### src/rtl/skid_pkg.sv
// ============================================================================
// Module      : skid_pkg
// Description : Shared state encoding and widths for the skid_stage block.
// Revision    : 1.0 - initial release
// ============================================================================
`default_nettype none

package skid_pkg;

    typedef enum logic [1:0] {
        EMPTY = 2'b00,
        FULL  = 2'b01,
        SKID  = 2'b10
    } state_t;

    localparam int STALL_CNT_W = 16;

endpackage

`default_nettype wire

### src/rtl/ConfigurableRegister.sv
// ============================================================================
// Module      : ConfigurableRegister
// Description : WIDTH-bit storage register with synchronous reset and load enable.
// Revision    : 1.0 - initial release
// ============================================================================
`default_nettype none

module ConfigurableRegister #(
    parameter int WIDTH = 32
) (
    input  logic             clk,
    input  logic             rst,
    input  logic             i_load,
    input  logic [WIDTH-1:0] i_d,
    output logic [WIDTH-1:0] o_q
);

    always_ff @(posedge clk) begin
        if (rst) begin
            o_q <= '0;
        end else if (i_load) begin
            o_q <= i_d;
        end
    end

endmodule

`default_nettype wire

### src/rtl/skid_stage.sv
// ============================================================================
// Module      : skid_stage
// Description : Two-entry valid/ready skid buffer with registered s_ready.
//               Define SKID_STAGE_STATS_EN to add the saturating stall_cnt port.
// Revision    : 1.0 - initial release
// ============================================================================
`default_nettype none

module skid_stage
    import skid_pkg::*;
#(
    parameter int WIDTH = 32
) (
    input  logic                   clk,
    input  logic                   rst,
    input  logic                   flush,
    input  logic                   s_valid,
    output logic                   s_ready,
    input  logic [WIDTH-1:0]       s_data,
    output logic                   m_valid,
    input  logic                   m_ready,
    output logic [WIDTH-1:0]       m_data
`ifdef SKID_STAGE_STATS_EN
    ,
    output logic [STALL_CNT_W-1:0] stall_cnt
`endif
);

    state_t             r_state;
    state_t             w_state_nxt;
    logic               w_up_xfer;
    logic               w_dn_xfer;
    logic               w_load_main;
    logic               w_load_skid;
    logic [WIDTH-1:0]   w_main_d;
    logic [WIDTH-1:0]   w_main_q;
    logic [WIDTH-1:0]   w_skid_q;

    // Handshake outputs decode only the state register, never m_ready.
    assign s_ready   = (r_state != SKID);
    assign m_valid   = (r_state != EMPTY);
    assign m_data    = w_main_q;
    assign w_up_xfer = s_valid && s_ready;
    assign w_dn_xfer = m_valid && m_ready;

    always_ff @(posedge clk) begin
        if (rst) begin
            r_state <= EMPTY;
        end else begin
            r_state <= w_state_nxt;
        end
    end

    always_comb begin
        w_state_nxt = r_state;
        w_load_main = 1'b0;
        w_load_skid = 1'b0;
        w_main_d    = s_data;
        case (r_state)
            EMPTY: begin
                if (w_up_xfer) begin
                    w_load_main = 1'b1;
                    w_state_nxt = FULL;
                end
            end
            FULL: begin
                if (w_up_xfer && w_dn_xfer) begin
                    w_load_main = 1'b1;
                end else if (w_up_xfer) begin
                    w_load_skid = 1'b1;
                    w_state_nxt = SKID;
                end else if (w_dn_xfer) begin
                    w_state_nxt = EMPTY;
                end
            end
            SKID: begin
                w_main_d = w_skid_q;
                if (w_dn_xfer) begin
                    w_load_main = 1'b1;
                    w_state_nxt = FULL;
                end
            end
            default: begin
                w_state_nxt = EMPTY;
            end
        endcase
        // Flush drops everything in flight but leaves stored payloads untouched.
        if (flush) begin
            w_state_nxt = EMPTY;
            w_load_main = 1'b0;
            w_load_skid = 1'b0;
        end
    end

    ConfigurableRegister #(.WIDTH(WIDTH)) u_main_reg (
        .clk    (clk),
        .rst    (rst),
        .i_load (w_load_main),
        .i_d    (w_main_d),
        .o_q    (w_main_q)
    );

    ConfigurableRegister #(.WIDTH(WIDTH)) u_skid_reg (
        .clk    (clk),
        .rst    (rst),
        .i_load (w_load_skid),
        .i_d    (s_data),
        .o_q    (w_skid_q)
    );

`ifdef SKID_STAGE_STATS_EN
    logic [STALL_CNT_W-1:0] r_stall_cnt;

    always_ff @(posedge clk) begin
        if (rst) begin
            r_stall_cnt <= '0;
        end else if (m_valid && !m_ready && (r_stall_cnt != '1)) begin
            r_stall_cnt <= r_stall_cnt + 1'b1;
        end
    end

    assign stall_cnt = r_stall_cnt;
`endif

endmodule

`default_nettype wire

### config.mk
export PLATFORM = sky130hd
export DESIGN_NAME = skid_stage
export DESIGN_NICKNAME = d
export VERILOG_FILES = /design/src/rtl/skid_pkg.sv /design/src/rtl/ConfigurableRegister.sv /design/src/rtl/skid_stage.sv
export SDC_FILE = /design/constraint.sdc
export NUM_CORES = 1
export LEC_CHECK = 0
export CELL_PAD_IN_SITES_DETAIL_PLACEMENT = 1
export CELL_PAD_IN_SITES_GLOBAL_PLACEMENT = 1
export CORE_UTILIZATION = 55
export CTS_BUF_LIST = sky130_fd_sc_hd__clkbuf_8
export DETAILED_ROUTE_END_ITERATION = 7
export DONT_BUFFER_PORTS = 1
export HOLD_SLACK_MARGIN = 0.06
export PLACE_DENSITY_LB_ADDON = 0.3
export SYNTH_ARGS = -nofsm -noshare
export SYNTH_HDL_FRONTEND = slang
export SYNTH_HIERARCHICAL = 1
export SYNTH_SLANG_ARGS = --single-unit
### constraint.sdc
create_clock -name clk -period 2.73 [get_ports clk]
set_clock_uncertainty 0.1 [all_clocks]
set_input_delay 0.4095 -clock clk [delete_from_list [all_inputs] [get_ports clk]]
set_output_delay 0.4095 -clock clk [all_outputs]
set_load 0.02 [all_outputs]
==> key figures <==
Outcome
  – Status: finished, final reports clean

Layout
  – Filler cell count: 533
  – Ant diodes: 0
  – Register area: 1320 sq um
  – Area Overhead vs Synth: 4.72%
  – Final Net Count: 295
  – Share of layout cells above drive strength 1: 21.3%
  – Multi-input gate area: 1460 sq um

Clock tree
  – CTS Buffer Depth: 2
  – CTS Hold Bufs: 5
  – Post-CTS Setup Inserts: 0
  – CTS tree: yes
  – Root buffer cell: clkbuf_8
  – TritonCTS Buffers: 9
  – CTS Sinks: 66
  – Skew-Pair Late Insertion Delay: 0.32 ns
  – H-tree lvl count: 3
  – # resized after CTS: 0
  – Clk pin slew, worst setup/hold paths: 0.07 ns

Global routing
  – Global-route wire length before repair: 8520 um
  – Initial antenna violation count: 0
  – Grt total ovfl: 0
  – Total GRT Usage: 20.5%
  – Largest net degree at the start of global routing: 65
  – Vias in the first global route: 1838

Die
  – DIE WIDTH: 75.8 um
  – Io pins: 71
  – Die height: 75.8 um
  – Site Rows: 26
  – Die area: 5750 sq um
  – Core area: 5170 sq um
  – Starting density of the core: 57.9%

Placed design
  – Post-DP HPWL: 3610 um
  – Port Buf Inserts: 0
  – GPL Wtd Cong: 0.744

Worst setup path
  – Arr. time, crit path: 2.07 ns
  – Worst Path Max Fanout: 32
  – Critical path endpoint: u_main_reg/o_q[18]
  – Launch point of the worst reg-to-reg path: r_state[1]
  – CP required: 2.83 ns
  – Worst r2r path cells: 6
  – Delay-heaviest family, CP: buffers and inverters
  – Worst path depth: 6
  – FF-to-FF setup slack: 0.77 ns
  – CP Launch Type: flip-flop
  – Worst r2r dst: u_main_reg/o_q[18]
  – CP bufs+invs: 1
  – Slowest cell on crit path: buf_4
  – Crit path from: r_state[1]
  – Critical Path End Type: flip-flop
  – Critical path class: reg -> reg
  – Critical Path, Cell by Cell: and2b_2 -> nand2_1 -> a21oi_4 -> buf_4 -> mux2i_1 -> nor2_1
  – CP peak stage delay: 0.49 ns

Route
  – First drt pass iteration count: 4
  – WL per Instance: 16.8 um
  – DR iter-0 viols: 50
  – Via count: 1793
  – DRC: 0
  – Final WL: 5590 um
  – Vias per cell: 5.38
  – DRT antenna net count: 0

Logic synthesis
  – Most common cell in the netlist: dfxtp_1
  – Synth area leader: dfxtp_1
  – Number of flops mapped to enable cells by yosys: 0
  – Number of synthesized register bits: 66
  – Synth top area cells: dfxtp_1, mux2i_1, mux2_4, nor2_1, buf_12
  – Syn nets: 294
  – Yosys top cell area share: 44.1%
  – Ys flop type: dfxtp_1
  – Mean Syn Cell Area: 11.7 sq um
  – Unique masters post-synth: 21
  – Ys async rst share: 0%
  – Commonest cells in the netlist: dfxtp_1, mux2i_1, nor2_1
  – Post-Synthesis Cells: 257
  – YS warnings: 6
  – Seq/Total Area, Yosys: 44.1%
  – Mapped cell area: 3000 sq um

Timing
  – Worst-Margin Slew: 0.562 ns
  – Final setup violation count: 0
  – Final hold viol count: 0
  – Fin crit share: 71.9%
  – Unrepaired setup endpoints after global routing: no
  – Setup TNS Final: 0 ns
  – Final-report max-slew violation count: 0
  – Period minus WS final: 1.96 ns
  – Max Fclk: 509 MHz
  – Slew headroom: 62.5%

Hold path
  – Worst hold path type: in -> reg
  – Worst Hold Depth: 2

Power and ir drop
  – Peak VDD IR: 0.299 mV
  – Static Leak: 1.19 nW
  – Power per standard cell area: 593 nW/um^2
  – Overall power: 1.86 mW

Run
  – Total of max-cap violations: 0
-- layer usage --
layer	wire, um	track usage (%)	part of all wire [%]
met5	0	0	0
met4	99	9.88	1.8
met3	453	7.41	8.1
met2	2780	35.3	50
met1	2250	22.2	40
-- power breakdown --
group          internal, mW  switching [mW]  total, mW
clock network         0.340           0.343      0.682
registers             0.991          0.0485       1.04
logic                0.0765          0.0622      0.139
-- state kept, by name, indices dropped and copies added (netlist names) --
| signal | cells |
|---|---|
| u_skid_reg/o_q | 32 |
| u_main_reg/o_q | 32 |
| r_state | 2 |
-- metrics by stage --
stage | utilization (%) | hold WS [ns] | area [sq um] | std cells | setup WS, ns
2_1_floorplan | - | 0.354 | 3000 | 257 | 1.20
3_3_place_gp | 56.2 | 0.369 | 2910 | 312 | 0.905
3_5_place_dp | 56.2 | 0.383 | 2910 | 312 | 0.836
4_1_cts | 60.7 | 0.123 | 3140 | 333 | 0.775
5_1_grt | 60.7 | 0.124 | 3140 | 333 | 0.690
6_report | 60.7 | 0.132 | 3140 | 333 | 0.767
-- placed cells by master, fill, tap and decap left out --
master,instances
a211oi_1,1
a21oi_2,1
a21oi_4,1
and2b_2,1
buf_12,1
buf_16,1
buf_4,2
clkbuf_8,10
clkinv_2,3
dfxtp_1,66
dlygate4sd3_1,4
inv_1,4
mux2_2,4
mux2_4,28
mux2i_1,64
nand2_1,1
nand2b_1,1
nand3b_1,1
nor2_1,64
nor2b_4,1
nor3b_2,1
nor4_2,1
o31a_1,1
or2_2,1
-- worst min-delay path by stage --
stage                             startpoint                 end  slack (ns)
after global placement    u_skid_reg/o_q[30]  u_skid_reg/o_q[30]        0.37
after global routing               s_data[5]   u_skid_reg/o_q[5]        0.12
after CTS                         s_data[15]  u_skid_reg/o_q[15]        0.12
after detailed placement             m_ready          r_state[1]        0.38
after floorplan            u_skid_reg/o_q[0]   u_skid_reg/o_q[0]        0.35
final                              s_data[0]   u_skid_reg/o_q[0]        0.13
-- cells by family after synthesis --
family | count (synthesis) | synth area share [%]
DFF | 66 | 44.1
muxes | 96 | 36.9
buffers and inverters | 19 | 8.02
and+or+nand+nor | 72 | 9.98
AOI/OAI and AO/OA | 4 | 1.00
-- area by class of cell --
cell class | count | area share (%)
Clock buffer | 10 | 4.39
Inverter | 1 | 0.120
Multi-Input combinational cell | 172 | 46.5
Timing Repair Buffer | 8 | 3.27
Tap cell | 70 | 2.79
Sequential cell | 66 | 42.1
Clock inverter | 6 | 0.837
Note: power is estimated with default switching activity, not from simulation.
